[config.mk]
export PLATFORM = sky130hd
export DESIGN_NAME = pc_ch_switch_ctrl_flat
export DESIGN_NICKNAME = d
export VERILOG_FILES = /design/src/rtl/pc_ch_switch_ctrl_if.sv /design/src/rtl/pc_ch_switch_ctrl.sv /design/src/flat_wrapper.sv
export SDC_FILE = /design/constraint.sdc
export NUM_CORES = 1
export LEC_CHECK = 0
export CAP_MARGIN = 20
export CORE_MARGIN = 2
export CORE_UTILIZATION = 40
export DETAILED_ROUTE_END_ITERATION = 8
export PLACE_DENSITY = 0.6
export SLEW_MARGIN = 20
export SYNTH_ARGS = -nofsm -noshare
export SYNTH_HDL_FRONTEND = slang
export SYNTH_SLANG_ARGS = --single-unit
[constraint.sdc]
create_clock -name clk_sys -period 1.7 [get_ports clk_sys]
set_input_delay 0.255 -clock clk_sys [delete_from_list [all_inputs] [get_ports clk_sys]]
set_output_delay 0.255 -clock clk_sys [all_outputs]
set_load 0.005 [all_outputs]
[src/rtl/pc_ch_switch_ctrl_if.sv]
// Bundles the mode request, channel activity and switch status signals of the
// PC channel switch controller.
interface pc_ch_switch_ctrl_if;
    logic mode_req;
    logic pc_tx_data_valid;
    logic pc_rmrx_data_valid;
    logic udp_rx_data_valid;
    logic pc_ch_mode;
    logic sw_busy;
    logic tx_block;
    logic rx_blank;
    logic sw_done;
    logic sw_forced;

    // Side that requests mode changes and observes switch status
    modport master (
        output mode_req,
        output pc_tx_data_valid,
        output pc_rmrx_data_valid,
        output udp_rx_data_valid,
        input  pc_ch_mode,
        input  sw_busy,
        input  tx_block,
        input  rx_blank,
        input  sw_done,
        input  sw_forced
    );

    // Switch controller side
    modport slave (
        input  mode_req,
        input  pc_tx_data_valid,
        input  pc_rmrx_data_valid,
        input  udp_rx_data_valid,
        output pc_ch_mode,
        output sw_busy,
        output tx_block,
        output rx_blank,
        output sw_done,
        output sw_forced
    );
endinterface

[src/rtl/pc_ch_switch_ctrl.sv]
// PC channel mode switch sequencer. A requested mode change waits for the
// active channel to go quiet for IDLE_GAP cycles (or is forced after MAX_WAIT
// cycles), is applied for one SWITCH cycle, and is followed by a GUARD window
// that blocks TX and blanks RX so mux pipeline residue is discarded.
module pc_ch_switch_ctrl #(
    parameter logic RST_MODE  = 1'b0,
    parameter int   CNT_W     = 16,
    parameter int   IDLE_GAP  = 16,
    parameter int   GUARD_CYC = 8,
    parameter int   MAX_WAIT  = 65535
) (
    input  logic                 clk_sys,
    input  logic                 rst,
    pc_ch_switch_ctrl_if.slave   bus
);

    typedef enum logic [1:0] {
        ST_STABLE = 2'd0,
        ST_DRAIN  = 2'd1,
        ST_SWITCH = 2'd2,
        ST_GUARD  = 2'd3
    } state_t;

    localparam logic [CNT_W-1:0] CNT_MAX    = '1;
    localparam logic [CNT_W-1:0] GAP_LAST   = CNT_W'(IDLE_GAP - 1);
    localparam logic [CNT_W-1:0] GUARD_LAST = CNT_W'(GUARD_CYC - 1);
    localparam logic [CNT_W-1:0] WAIT_LAST  = CNT_W'(MAX_WAIT - 1);

    state_t             state_q,     state_d;
    logic [CNT_W-1:0]   gap_cnt_q,   gap_cnt_d;
    logic [CNT_W-1:0]   wait_cnt_q,  wait_cnt_d;
    logic [CNT_W-1:0]   guard_cnt_q, guard_cnt_d;
    logic               forced_q,    forced_d;
    logic               mode_q,      mode_d;
    logic               busy_q,      busy_d;
    logic               block_q,     block_d;
    logic               done_q,      done_d;
    logic               fpulse_q,    fpulse_d;
    logic               act;

    // Counters stop at all-ones rather than wrapping
    function automatic logic [CNT_W-1:0] sat_inc(input logic [CNT_W-1:0] v);
        return (v == CNT_MAX) ? v : v + 1'b1;
    endfunction

    // Only the RX source of the currently applied mode counts as activity
    assign act = bus.pc_tx_data_valid |
                 (mode_q ? bus.udp_rx_data_valid : bus.pc_rmrx_data_valid);

    // Next-state, counter and registered-output computation
    always_comb begin
        state_d     = state_q;
        gap_cnt_d   = gap_cnt_q;
        wait_cnt_d  = wait_cnt_q;
        guard_cnt_d = guard_cnt_q;
        forced_d    = forced_q;
        mode_d      = mode_q;
        done_d      = 1'b0;
        fpulse_d    = 1'b0;

        case (state_q)
            ST_STABLE: begin
                gap_cnt_d  = '0;
                wait_cnt_d = '0;
                if (bus.mode_req != mode_q) begin
                    state_d = ST_DRAIN;
                end
            end
            ST_DRAIN: begin
                wait_cnt_d = sat_inc(wait_cnt_q);
                gap_cnt_d  = act ? '0 : sat_inc(gap_cnt_q);
                // A withdrawn request wins over any pending switch
                if (bus.mode_req == mode_q) begin
                    state_d = ST_STABLE;
                end else if (!act && (gap_cnt_q == GAP_LAST)) begin
                    state_d  = ST_SWITCH;
                    forced_d = 1'b0;
                    mode_d   = bus.mode_req;
                end else if (wait_cnt_q == WAIT_LAST) begin
                    state_d  = ST_SWITCH;
                    forced_d = 1'b1;
                    mode_d   = bus.mode_req;
                end
            end
            ST_SWITCH: begin
                state_d     = ST_GUARD;
                guard_cnt_d = '0;
            end
            ST_GUARD: begin
                if (guard_cnt_q == GUARD_LAST) begin
                    state_d  = ST_STABLE;
                    done_d   = 1'b1;
                    fpulse_d = forced_q;
                end else begin
                    guard_cnt_d = sat_inc(guard_cnt_q);
                end
            end
            default: begin
                state_d = ST_STABLE;
            end
        endcase

        busy_d  = (state_d != ST_STABLE);
        block_d = (state_d == ST_SWITCH) || (state_d == ST_GUARD);
    end

    // State, counters and outputs, cleared asynchronously by rst
    always_ff @(posedge clk_sys or posedge rst) begin
        if (rst) begin
            state_q     <= ST_STABLE;
            gap_cnt_q   <= '0;
            wait_cnt_q  <= '0;
            guard_cnt_q <= '0;
            forced_q    <= 1'b0;
            mode_q      <= RST_MODE;
            busy_q      <= 1'b0;
            block_q     <= 1'b0;
            done_q      <= 1'b0;
            fpulse_q    <= 1'b0;
        end else begin
            state_q     <= state_d;
            gap_cnt_q   <= gap_cnt_d;
            wait_cnt_q  <= wait_cnt_d;
            guard_cnt_q <= guard_cnt_d;
            forced_q    <= forced_d;
            mode_q      <= mode_d;
            busy_q      <= busy_d;
            block_q     <= block_d;
            done_q      <= done_d;
            fpulse_q    <= fpulse_d;
        end
    end

    assign bus.pc_ch_mode = mode_q;
    assign bus.sw_busy    = busy_q;
    assign bus.tx_block   = block_q;
    assign bus.rx_blank   = block_q;
    assign bus.sw_done    = done_q;
    assign bus.sw_forced  = fpulse_q;

endmodule

[src/flat_wrapper.sv]
// flat-port wrapper written by rule: the top's interface ports become plain ports
module pc_ch_switch_ctrl_flat 
#(
    parameter logic RST_MODE  = 1'b0,
    parameter int   CNT_W     = 16,
    parameter int   IDLE_GAP  = 16,
    parameter int   GUARD_CYC = 8,
    parameter int   MAX_WAIT  = 65535
)
  (clk_sys, rst, bus_mode_req, bus_pc_tx_data_valid, bus_pc_rmrx_data_valid, bus_udp_rx_data_valid, bus_pc_ch_mode, bus_sw_busy, bus_tx_block, bus_rx_blank, bus_sw_done, bus_sw_forced);
  pc_ch_switch_ctrl_if bus_i ();
  input  logic clk_sys;
  input  logic rst;
  input wire logic [$bits(bus_i.mode_req)-1:0] bus_mode_req;
  input wire logic [$bits(bus_i.pc_tx_data_valid)-1:0] bus_pc_tx_data_valid;
  input wire logic [$bits(bus_i.pc_rmrx_data_valid)-1:0] bus_pc_rmrx_data_valid;
  input wire logic [$bits(bus_i.udp_rx_data_valid)-1:0] bus_udp_rx_data_valid;
  output wire logic [$bits(bus_i.pc_ch_mode)-1:0] bus_pc_ch_mode;
  output wire logic [$bits(bus_i.sw_busy)-1:0] bus_sw_busy;
  output wire logic [$bits(bus_i.tx_block)-1:0] bus_tx_block;
  output wire logic [$bits(bus_i.rx_blank)-1:0] bus_rx_blank;
  output wire logic [$bits(bus_i.sw_done)-1:0] bus_sw_done;
  output wire logic [$bits(bus_i.sw_forced)-1:0] bus_sw_forced;
  assign bus_i.mode_req = bus_mode_req;
  assign bus_i.pc_tx_data_valid = bus_pc_tx_data_valid;
  assign bus_i.pc_rmrx_data_valid = bus_pc_rmrx_data_valid;
  assign bus_i.udp_rx_data_valid = bus_udp_rx_data_valid;
  assign bus_pc_ch_mode = bus_i.pc_ch_mode;
  assign bus_sw_busy = bus_i.sw_busy;
  assign bus_tx_block = bus_i.tx_block;
  assign bus_rx_blank = bus_i.rx_blank;
  assign bus_sw_done = bus_i.sw_done;
  assign bus_sw_forced = bus_i.sw_forced;
  pc_ch_switch_ctrl #(.RST_MODE(RST_MODE), .CNT_W(CNT_W), .IDLE_GAP(IDLE_GAP), .GUARD_CYC(GUARD_CYC), .MAX_WAIT(MAX_WAIT)) u_core (.clk_sys(clk_sys), .rst(rst), .bus(bus_i));
endmodule
---- Word-level counts from Yosys, hierarchy flattened ----
Index checks and enable logic that the tools add are counted.
operators by class
  reduce and logical (&&, ||, !) cells .... 12
  add/sub/neg operators ................... 3
  equality and inequality tests ........... 17
  muxes and demuxes ....................... 23
  bitwise gates (word level) .............. 2
operator list
  kind                                                                     number
  16-bit one-hot mux with 2 select lines                                   3
  16-bit two-way mux                                                       5
  16-bit == test, second input constant                                    4
  16-bit by 1-bit adder with 16-bit output, second input constant          3
  16-bit by 3-bit == test with 1-bit output, second input constant         1
  16-bit by 4-bit == test with 1-bit output, second input constant         1
  2-bit two-way mux                                                        5
  1-bit two-way mux                                                        9
  2-bit == test, second input constant                                     4
  2-bit one-hot mux with 4 select lines                                    1
  2-bit nonzero test                                                       4
  2-bit inequality test, second input constant                             3
  3-bit AND reduction                                                      2
  2-bit AND reduction                                                      2
  3-bit by 2-bit inequality test with 1-bit output, second input constant  1
  2-bit by 1-bit == test with 1-bit output, second input constant          1
  2-bit zero test                                                          1
  1-bit == test                                                            1
  1-bit logical AND                                                        1
  1-bit zero test                                                          1
  1-bit logical OR                                                         1
  1-bit inequality test                                                    1
  1-bit inverter                                                           1
  1-bit OR                                                                 1
storage, ports and cells
  output and inout port bits .............. 6
  bits in registers ....................... 56
  logic and storage cells ................. 67
  input bits .............................. 6

---- Depth between registers and ports, before layout ----
Gate-level depths: netlist (run 1).
  word-level depth ........................ 9
  depth in mapped cells ................... 7

---- Least setup slack after synthesis (run 1) ----
Ideal clock, no wire load.
  path kind ............................... reg-to-reg
  start ................................... reg u_core.guard_cnt_q[0]
  end ..................................... reg u_core.guard_cnt_q[2]
  stages on the path, launching flop included .. 8
  data arrival time ....................... 1639 ps
  period minus slack after synthesis ...... 1760 ps
  slack ................................... -60 ps
  library setup time ...................... 121 ps
  cell sequence ........................... dfrtp_1 ha_1 nand3_1 nand2b_1 clkbuf_1 nor2_1 or2_2 a22o_1
on the way
  word-level cells in the longest chain between the ends .. 4
  elaborated cells on any way between the ends .. 9
ends and longest elaborated chain
  item                                      line                      RTL
  start: declaration                        pc_ch_switch_ctrl.sv:32   logic [CNT_W-1:0] guard_cnt_q, guard_cnt_d;
  start signal: assignment                  pc_ch_switch_ctrl.sv:124  guard_cnt_q <= guard_cnt_d;
  16-bit by 1-bit adder with 16-bit output  pc_ch_switch_ctrl.sv:43   return (v == CNT_MAX) ? v : v + 1'b1;
  16-bit two-way mux                        pc_ch_switch_ctrl.sv:43
  16-bit two-way mux                        pc_ch_switch_ctrl.sv:90   if (guard_cnt_q == GUARD_LAST) begin
  16-bit one-hot mux with 2 select lines    pc_ch_switch_ctrl.sv:61   case (state_q)
Several ways; a longest one is shown, not always the timed one. The select of a mux whose other input is x is not followed.
A chain may end at the register's enable or synchronous reset.

---- Worst setup path after layout (run 1) ----
  start ................................... reg u_core.guard_cnt_q[12]
  end ..................................... reg u_core.state_q[0]
on the way
  word-level cells in the longest chain between the ends .. 3
ends and longest elaborated chain
  item                                       line                      RTL
  16-bit by 3-bit == test with 1-bit output  pc_ch_switch_ctrl.sv:90
  2-bit two-way mux                          pc_ch_switch_ctrl.sv:90
  2-bit one-hot mux with 4 select lines      pc_ch_switch_ctrl.sv:61
  named net u_core.state_d[0]                pc_ch_switch_ctrl.sv:29   state_t state_q, state_d;
  end signal: assignment                     pc_ch_switch_ctrl.sv:121  state_q <= state_d;
  end: declaration                           pc_ch_switch_ctrl.sv:29
The timed path passes the listed nets, and every way through them passes these cells.

==> results.json, run 1 <==
{
  "fill_cells": 708,
  "fin_crit_sh": 1.02,
  "cp-start-kind": "flop",
  "drtPass1Iterations": 4,
  "intPower_w": 0.00189,
  "ctsHoldBuffers": 0,
  "antenna_found_initial": 0,
  "vias": 2917,
  "drt_iter0_drc": 137,
  "track_usage": 0.198,
  "grt_pass1_vias": 2884,
  "min_period_ns": 1.73,
  "top_layer_used": "met4",
  "rr_worst_depth": 7,
  "htreeDepth": 2,
  "cts-root-buf": "clkbuf_8",
  "cts.clk_slew.worst_paths_ns": 0.11,
  "area_delta_synth_final_pct": 36.1,
  "placed_area_mm2": 0.00389,
  "hp-class": "in2async",
  "cts_buffer_depth": 2,
  "die_w_um": 92.3,
  "p_sw_frac": 0.241,
  "start_util": 0.408,
  "rows": 32,
  "syn_inst": 345,
  "syn_nets": 355,
  "synth_warnings": 0,
  "slew_headroom": 0.723,
  "dp_hpwl_um": 5790,
  "fin_nets": 447,
  "wirelength_um": 7970,
  "drv_slew": 0,
  "avgSynthCellArea_um2": 9.04,
  "drc_errors": 0,
  "seqPwrFrac": 0.547,
  "synth_ff_type": "dfrtp_1",
  "wl_per_cell_um": 14.8,
  "p_leak_nw": 1.88,
  "drt-met1-wl_um": 3830,
  "yosysSeqAreaShare": 0.449,
  "rsz0062_at_grt": "yes",
  "wl_met2_um": 3900,
  "layout_commonest_cell": "buf_4",
  "antenna_cells": 0,
  "hold_viol": 0,
  "numPortBuffers": 11,
  "boundaryPins": 12,
  "worstPathRequired_ns": 1.92,
  "fin_util": 0.555,
  "ant_nets": 0,
  "worst_pin_slew_ns": 0.413,
  "worstPathArrival_ns": 1.96,
  "clock-sinks": 56,
  "fin_skew_ns": 0.0138,
  "critical_path_class": "reg2reg",
  "die_area_mm2": 0.00852,
  "r2r_slack_ns": -0.03,
  "fin_hold_ws_ns": 0.203,
  "multiInputGateArea_mm2": 0.00172,
  "power.total_w": 0.00249,
  "crit_path_end_kind": "flop",
  "regArea_mm2": 0.00140,
  "vias_per_cell": 5.40,
  "async_reset_ff_frac": 1.00,
  "clock_power_share": 0.368,
  "core_area_mm2": 0.00765,
  "cts_buffers": 5,
  "ys_ff_latch": 56,
  "violations": "negative setup slack",
  "regToRegEndpoint": "u_core.state_q[0]$_DFF_PP0_",
  "dieHeight_um": 92.3,
  "vdd_drop_max_mv": 0.330,
  "run_status": "finished with violations",
  "yosysUniqueCellTypes": 49,
  "synth_edf_count": 0,
  "syn_area_mm2": 0.00312,
  "rr_startpoint": "u_core.guard_cnt_q[12]$_DFFE_PP0P_",
  "final_cell_mix": "buf_4 (84), dfrtp_1 (54), nor2_1 (31)",
  "setup_violations": 4,
  "power_switching_w": 0.000602,
  "design_area_mm2": 0.00424,
  "power_density_mw_per_mm2": 588,
  "grt_max_degree": 28,
  "fin_ws_ns": -0.0340,
  "max_cap_viol_count": 0,
  "pwr-share-comb": 0.086,
  "gp_congestion": 0.869,
  "wl_met3_um": 191,
  "grt-ovfl-total": 0,
  "grt_pass1_wl_um": 13600,
  "max_freq_mhz": 577,
  "cts_tree": "built",
  "clk-insertion-delay-late_ns": 0.32,
  "crit_path_max_fanout": 6,
  "drive_above_1_share": 0.299
}
state kept, by name (all words and copies together) (netlist names):
register and flops:
u_core.bus.sw_forced 1, u_core.gap_cnt_q 16, u_core.state_q 2, u_core.bus.sw_done 1, u_core.guard_cnt_q 16, u_core.bus.sw_busy 1
u_core.forced_q 1, u_core.bus.rx_blank 1, u_core.bus.pc_ch_mode 1, u_core.wait_cnt_q 16
worst max-delay path by stage:
| stage | cells past startpoint | to | start |
|---|---|---|---|
| finish | 7 | u_core.state_q[0]$_DFF_PP0_ | u_core.guard_cnt_q[12]$_DFFE_PP0P_ |
| global route | 8 | u_core.gap_cnt_q[2]$_DFFE_PP0P_ | u_core.gap_cnt_q[1]$_DFFE_PP0P_ |
| CTS | 7 | u_core.gap_cnt_q[5]$_DFFE_PP0P_ | u_core.gap_cnt_q[1]$_DFFE_PP0P_ |
| detailed placement | 6 | u_core.bus.pc_ch_mode$_DFFE_PP0P_ | bus_pc_rmrx_data_valid |
| global placement | 6 | u_core.bus.pc_ch_mode$_DFFE_PP0P_ | bus_pc_rmrx_data_valid |
| floorplan | 7 | u_core.guard_cnt_q[2]$_DFFE_PP0P_ | u_core.guard_cnt_q[0]$_DFFE_PP0P_ |
cells in the mapped netlist (6+ instances only):
master | n | area share
dfrtp_1 | 56 | 0.45
nor2_1 | 35 | 0.042
o21ai_0 | 28 | 0.045
nand2_1 | 25 | 0.030
nand3_1 | 22 | 0.035
xor2_1 | 17 | 0.048
a21oi_1 | 15 | 0.024
inv_1 | 12 | 0.014
nand4_1 | 12 | 0.024
clkbuf_1 | 11 | 0.013
and3_1 | 10 | 0.020
nor3_1 | 10 | 0.016
nor4_1 | 8 | 0.016
o211ai_1 | 8 | 0.019
a31oi_1 | 6 | 0.012
and4_1 | 6 | 0.017
stage by stage:
stage	setup WS [ns]	instances	setup TNS, ns
3_5_place_dp	-0.261	519	-2.42
6_report	-0.0340	540	-0.105
5_1_grt	-0.130	540	-1.27
4_1_cts	-0.0119	528	-0.0119
2_1_floorplan	0.0111	345	0
3_3_place_gp	-0.214	519	-1.91
critical path, cell delays in order (launching register included):
cell     delay, ns
dfrtp_1       0.41
buf_4         0.15
nor4_1        0.26
nand4_1       0.18
nand2_1       0.14
buf_4         0.15
o21ai_0       0.15
and2_1        0.19
repair_timing:
item | 4_1_cts | 5_1_grt
endpoints found under the setup margin | 10 | 36
buffers inserted | 2 | 12
pin swaps | 3 | 19
gates resized for setup | 7 | 30
logic make-up (layout without fill, tap and decap cells):
kind of cell / after synthesis / in the layout / share of synthesized area
compound gates: 81 / 81 / 0.171
xor+xnor: 21 / 21 / 0.0590
fa+ha+maj: 4 / 4 / 0.0161
buf+inv: 28 / 121 / 0.0361
flops: 56 / 56 / 0.449
mux: 1 / 1 / 0.00361
simple gates: 154 / 154 / 0.265
layout make-up:
| cell class | instances | share of cell area |
|---|---|---|
| tap | 102 | 0.0301 |
| sequential | 56 | 0.331 |
| inverter | 12 | 0.0106 |
| timing repair buffer | 101 | 0.195 |
| clock inverter | 3 | 0.0109 |
| clock buffer | 5 | 0.0162 |
| multi-input combinational | 261 | 0.406 |
power groups by stage:
| stage | logic [W] | clock network (W) | registers, W |
|---|---|---|---|
| floorplan | 0.0000888 | 0 | 0.00139 |
| global placement | 0.000196 | 0 | 0.00139 |
| detailed placement | 0.000203 | 0 | 0.00139 |
| CTS | 0.000204 | 0.000946 | 0.00136 |
| global route | 0.000237 | 0.00102 | 0.00137 |
| finish | 0.000214 | 0.000916 | 0.00136 |
layer usage:
layer,track usage,up-vias
met1,0.260,1430
met2,0.335,40
met5,0,-
met3,0.0439,4
met4,0.0473,0
li1,-,1443
Power figures use the tool's default switching activity.
==> inputs of run 2 (changes only) <==
--- a/config.mk
+++ b/config.mk
@@ -10,6 +10,7 @@
 export CORE_UTILIZATION = 40
 export DETAILED_ROUTE_END_ITERATION = 8
 export PLACE_DENSITY = 0.6
+export REMOVE_ABC_BUFFERS = 1
 export SLEW_MARGIN = 20
 export SYNTH_ARGS = -nofsm -noshare
 export SYNTH_HDL_FRONTEND = slang
==> results.json, run 2 (synthesis results as in run 1) <==
{
  "rsz0062_at_grt": "yes",
  "fin_nets": 452,
  "worstPathArrival_ns": 1.91,
  "fill_cells": 670,
  "drv_slew": 0,
  "dieHeight_um": 92.3,
  "rows": 32,
  "vias": 2929,
  "worst_pin_slew_ns": 0.380,
  "layout_commonest_cell": "buf_4",
  "htreeDepth": 2,
  "grt-ovfl-total": 0,
  "cts_tree": "built",
  "fin_skew_ns": 0.0118,
  "hold_viol": 0,
  "setup_violations": 1,
  "pwr-share-comb": 0.087,
  "wirelength_um": 7780,
  "fin_crit_sh": 1.00,
  "boundaryPins": 12,
  "fin_ws_ns": -0.00319,
  "final_cell_mix": "buf_4 (85), dfrtp_1 (53), nor2_1 (29)",
  "die_w_um": 92.3,
  "wl_per_cell_um": 14.3,
  "vias_per_cell": 5.38,
  "antenna_found_initial": 0,
  "die_area_mm2": 0.00852,
  "drt_iter0_drc": 144,
  "crit_path_max_fanout": 5,
  "drive_above_1_share": 0.330,
  "intPower_w": 0.00172,
  "p_leak_nw": 1.90,
  "max_freq_mhz": 587,
  "numPortBuffers": 11,
  "max_cap_viol_count": 0,
  "grt_pass1_vias": 2742,
  "ant_nets": 0,
  "antenna_cells": 0,
  "area_delta_synth_final_pct": 38.3,
  "violations": "negative setup slack",
  "clk-insertion-delay-late_ns": 0.31,
  "critical_path_class": "reg2reg",
  "finalSetupTns_ns": -0.00319,
  "clock-sinks": 56,
  "rr_startpoint": "u_core.gap_cnt_q[5]$_DFFE_PP0P_",
  "drc_errors": 0,
  "ctsHoldBuffers": 0,
  "grt_max_degree": 57,
  "cts_buffer_depth": 2,
  "clock_power_share": 0.315,
  "worstPathRequired_ns": 1.90,
  "drtPass1Iterations": 4,
  "core_area_mm2": 0.00765,
  "vdd_drop_max_mv": 0.393,
  "cts.clk_slew.worst_paths_ns": 0.11,
  "min_period_ns": 1.70,
  "gp_congestion": 0.866,
  "cts_buffers": 5,
  "seqPwrFrac": 0.599,
  "run_status": "finished with violations",
  "top_regs": "u_core.gap_cnt_q (16), u_core.guard_cnt_q (16), u_core.wait_cnt_q (16)",
  "grt_pass1_wl_um": 12900,
  "cp-start-kind": "flop",
  "start_util": 0.408,
  "power.total_w": 0.00228,
  "cp-startpoint": "u_core.gap_cnt_q[5]$_DFFE_PP0P_",
  "preCtsSetupSlack_ns": -0.259,
  "slew_headroom": 0.744,
  "track_usage": 0.186,
  "p_sw_frac": 0.246,
  "power_switching_w": 0.000562,
  "power_density_mw_per_mm2": 529,
  "hp-class": "in2async",
  "crit_path_end_kind": "flop",
  "cts-root-buf": "clkbuf_8",
  "dp_hpwl_um": 5340
}
[run 2: cell types whose count changed in the layout (fill, tap and decap cells not counted), moves of 2 or more]
cell | previous run | this run
o21ai_2 | 0 | 3
nor4_2 | 1 | 3
a21o_4 | 0 | 2
nor4_1 | 7 | 4
nor2_1 | 31 | 29
o21ai_1 | 5 | 9
nor2_4 | 2 | 0
nor2_2 | 2 | 6
o21ai_0 | 25 | 18
buf_6 | 4 | 8
ha_2 | 3 | 1
[run 2: path summary, 6_finish.rpt]
| path | to | slack [ns] | cells after the start |
|---|---|---|---|
| worst max register to register | u_core.gap_cnt_q[11]$_DFFE_PP0P_ | -0.003 | 7 |
| worst max-delay path | u_core.gap_cnt_q[11]$_DFFE_PP0P_ | -0.003 | 7 |
| max in group asynchronous | u_core.gap_cnt_q[10]$_DFFE_PP0P_ | 1.12 | 3 |
| worst min register to register | u_core.bus.sw_forced$_DFF_PP0_ | 0.56 | 1 |
| min in group clk_sys | u_core.bus.sw_forced$_DFF_PP0_ | 0.56 | 1 |
| worst min-delay path | u_core.gap_cnt_q[1]$_DFFE_PP0P_ | 0.31 | 3 |
[run 2: area by class of cell]
cell class	count	area (µm²)	area share
Clock buffer	5	68.8	0.0160
Multi-Input combinational cell	262	1790	0.416
Sequential cell	56	1410	0.326
Clock inverter	2	12.5	0.00290
Inverter	12	45.0	0.0104
Tap cell	102	128	0.0296
Timing Repair Buffer	105	861	0.200
[run 2: repair_timing]
action                                  CTS  global route
pin swaps                                 2            25
gates cloned                              0             1
gates resized for setup                   7            53
setup buffers                             1            17
endpoints found under the setup margin   13            40
[run 2: stage by stage]
stage / area (µm²) / utilization / hold WS [ns] / std cells
6_report: 4310 / 0.564 / 0.313 / 544
5_1_grt: 4310 / 0.564 / 0.351 / 544
4_1_cts: 3990 / 0.522 / 0.321 / 526
3_5_place_dp: 3870 / 0.506 / 0.525 / 518
3_3_place_gp: 3870 / 0.506 / 0.517 / 518
2_1_floorplan: 3050 / - / 0.405 / 329
[run 2: power groups by stage]
stage | clock network [W] | logic (W) | registers (W)
4_1_cts | 0.000751 | 0.000175 | 0.00137
6_report | 0.000717 | 0.000198 | 0.00137
3_5_place_dp | 0 | 0.000174 | 0.00139
2_1_floorplan | 0 | 0.0000814 | 0.00139
3_3_place_gp | 0 | 0.000172 | 0.00139
5_1_grt | 0.000800 | 0.000217 | 0.00137
[run 2: worst max-delay path, stage by stage, from the launching register on]
cell      delay, ns
dfrtp_1        0.42
buf_4          0.14
nand3_2        0.16
nor4_4         0.34
nand2b_4       0.21
buf_6          0.11
o21bai_1       0.06
a21o_1         0.16
[run 2: layer usage]
metal | up-vias | track usage | wire length (µm)
met5 | - | 0 | 0
met4 | 0 | 0.0423 | 131
met3 | 11 | 0.0277 | 196
met2 | 45 | 0.302 | 3640
met1 | 1418 | 0.263 | 3810
li1 | 1455 | - | -
==> inputs of run 3 (changes only) <==
--- a/config.mk
+++ b/config.mk
@@ -6,7 +6,7 @@
 export NUM_CORES = 1
 export LEC_CHECK = 0
 export CAP_MARGIN = 20
-export CORE_MARGIN = 2
+export CORE_MARGIN = 3
 export CORE_UTILIZATION = 40
 export DETAILED_ROUTE_END_ITERATION = 8
 export PLACE_DENSITY = 0.6
==> results.json, run 3 (synthesis results as in run 1) <==
{
  "cts_buffer_depth": 2,
  "cts.clk_slew.worst_paths_ns": 0.11,
  "cts_buffers": 5,
  "worstPathRequired_ns": 1.91,
  "drive_above_1_share": 0.321,
  "min_period_ns": 1.74,
  "boundaryPins": 12,
  "drv_slew": 0,
  "wirelength_um": 7860,
  "vias_per_cell": 5.36,
  "cp-start-kind": "flop",
  "ant_nets": 0,
  "rows": 31,
  "fin_crit_sh": 1.02,
  "worstPathArrival_ns": 1.95,
  "worst_pin_slew_ns": 0.291,
  "p_leak_nw": 1.89,
  "max_freq_mhz": 575,
  "start_util": 0.421,
  "area_delta_synth_final_pct": 37.1,
  "die_area_mm2": 0.00889,
  "numPortBuffers": 11,
  "layout_commonest_cell": "buf_4",
  "rsz0062_at_grt": "yes",
  "die_w_um": 94.3,
  "grt_max_degree": 57,
  "wl_per_cell_um": 14.4,
  "cts-root-buf": "clkbuf_8",
  "fin_cells": 545,
  "vias": 2922,
  "hp-class": "in2async",
  "dieHeight_um": 94.3,
  "grt-ovfl-total": 0,
  "violations": "negative setup slack",
  "top_regs": "u_core.gap_cnt_q (16), u_core.guard_cnt_q (16), u_core.wait_cnt_q (16)",
  "final_cell_mix": "buf_4 (95), dfrtp_1 (52), nor2_1 (32)",
  "fin_skew_ns": 0.0143,
  "hold_viol": 0,
  "fin_nets": 455,
  "drt_iter0_drc": 200,
  "gp_congestion": 0.886,
  "htreeDepth": 2,
  "track_usage": 0.187,
  "max_cap_viol_count": 0,
  "preCtsSetupSlack_ns": -0.139,
  "drc_errors": 0,
  "grt_pass1_vias": 2808,
  "clock-sinks": 56,
  "cts_tree": "built",
  "dp_hpwl_um": 5650,
  "crit_path_max_fanout": 7,
  "clk-insertion-delay-late_ns": 0.31,
  "dp.cells": 527,
  "antenna_found_initial": 0,
  "setup_violations": 2,
  "power_density_mw_per_mm2": 539,
  "grt_pass1_wl_um": 13300,
  "antenna_cells": 0,
  "vdd_drop_max_mv": 0.413,
  "crit_path_end_kind": "flop",
  "fin_ws_ns": -0.0402,
  "drtPass1Iterations": 4,
  "core_area_mm2": 0.00741,
  "r2r_slack_ns": -0.04,
  "critical_path_class": "reg2reg",
  "slew_headroom": 0.805,
  "fill_cells": 669,
  "run_status": "finished with violations"
}
## run 3: area by class of cell
class / count / area, µm² / share of cell area
Timing Repair Buffer: 109 / 866 / 0.203
Clock inverter: 2 / 13.8 / 0.00322
Multi-Input combinational cell: 261 / 1750 / 0.409
Inverter: 12 / 45.0 / 0.0105
Tap cell: 99 / 124 / 0.0290
Clock buffer: 6 / 72.6 / 0.0170
Sequential cell: 56 / 1410 / 0.329
## run 3: power by group
part	switching [W]	internal (W)
Sequential	0.0000134	0.00135
Combinational	0.000109	0.0000940
Clock	0.000445	0.000295
Total	0.000568	0.00174
## run 3: repair_timing
item,4_1_cts,5_1_grt
endpoints found under the setup margin,19,40
setup buffers,3,7
hold buffers,0,0
cloned,0,0
resized for setup,9,33
hold endpoints to repair,0,0
pin swaps,5,18
## run 3: final timing paths
check / from / endpoint / cells past startpoint
max: u_core.gap_cnt_q[5]$_DFFE_PP0P_ / u_core.state_q[0]$_DFF_PP0_ / 6
min: rst / u_core.gap_cnt_q[12]$_DFFE_PP0P_ / 3
max reg2reg: u_core.gap_cnt_q[5]$_DFFE_PP0P_ / u_core.state_q[0]$_DFF_PP0_ / 6
min reg2reg: u_core.forced_q$_DFFE_PP0P_ / u_core.bus.sw_forced$_DFF_PP0_ / 1
max in group asynchronous: rst / u_core.gap_cnt_q[5]$_DFFE_PP0P_ / 3
min in group clk_sys: u_core.forced_q$_DFFE_PP0P_ / u_core.bus.sw_forced$_DFF_PP0_ / 1
## run 3: routing by layer
layer | routed length, µm | up-vias | track usage | share of wire
met5 | 0 | - | 0 | 0
met4 | 85 | 0 | 0.0517 | 0.011
met3 | 204 | 9 | 0.0272 | 0.026
met2 | 3720 | 37 | 0.295 | 0.47
met1 | 3850 | 1422 | 0.267 | 0.49
li1 | - | 1454 | - | -
## run 3: through the flow
stage | hold WS [ns] | cell area [µm²] | total power (W) | util | setup TNS, ns
2_1_floorplan | 0.405 | 3050 | 0.00148 | - | -1.87
3_3_place_gp | 0.524 | 3960 | 0.00158 | 0.534 | -0.948
3_5_place_dp | 0.531 | 3960 | 0.00159 | 0.534 | -1.59
4_1_cts | 0.310 | 4110 | 0.00234 | 0.554 | -0.0267
5_1_grt | 0.323 | 4280 | 0.00242 | 0.577 | -1.33
6_report | 0.308 | 4280 | 0.00231 | 0.577 | -0.0533
## run 3: critical path, cell delays in order (launching register included)
cell       delay (ns)
dfrtp_2          0.48
nor4_4           0.30
nand4b_1         0.20
a2111oi_2        0.26
buf_4            0.18
o211ai_1         0.07
and2_1           0.15
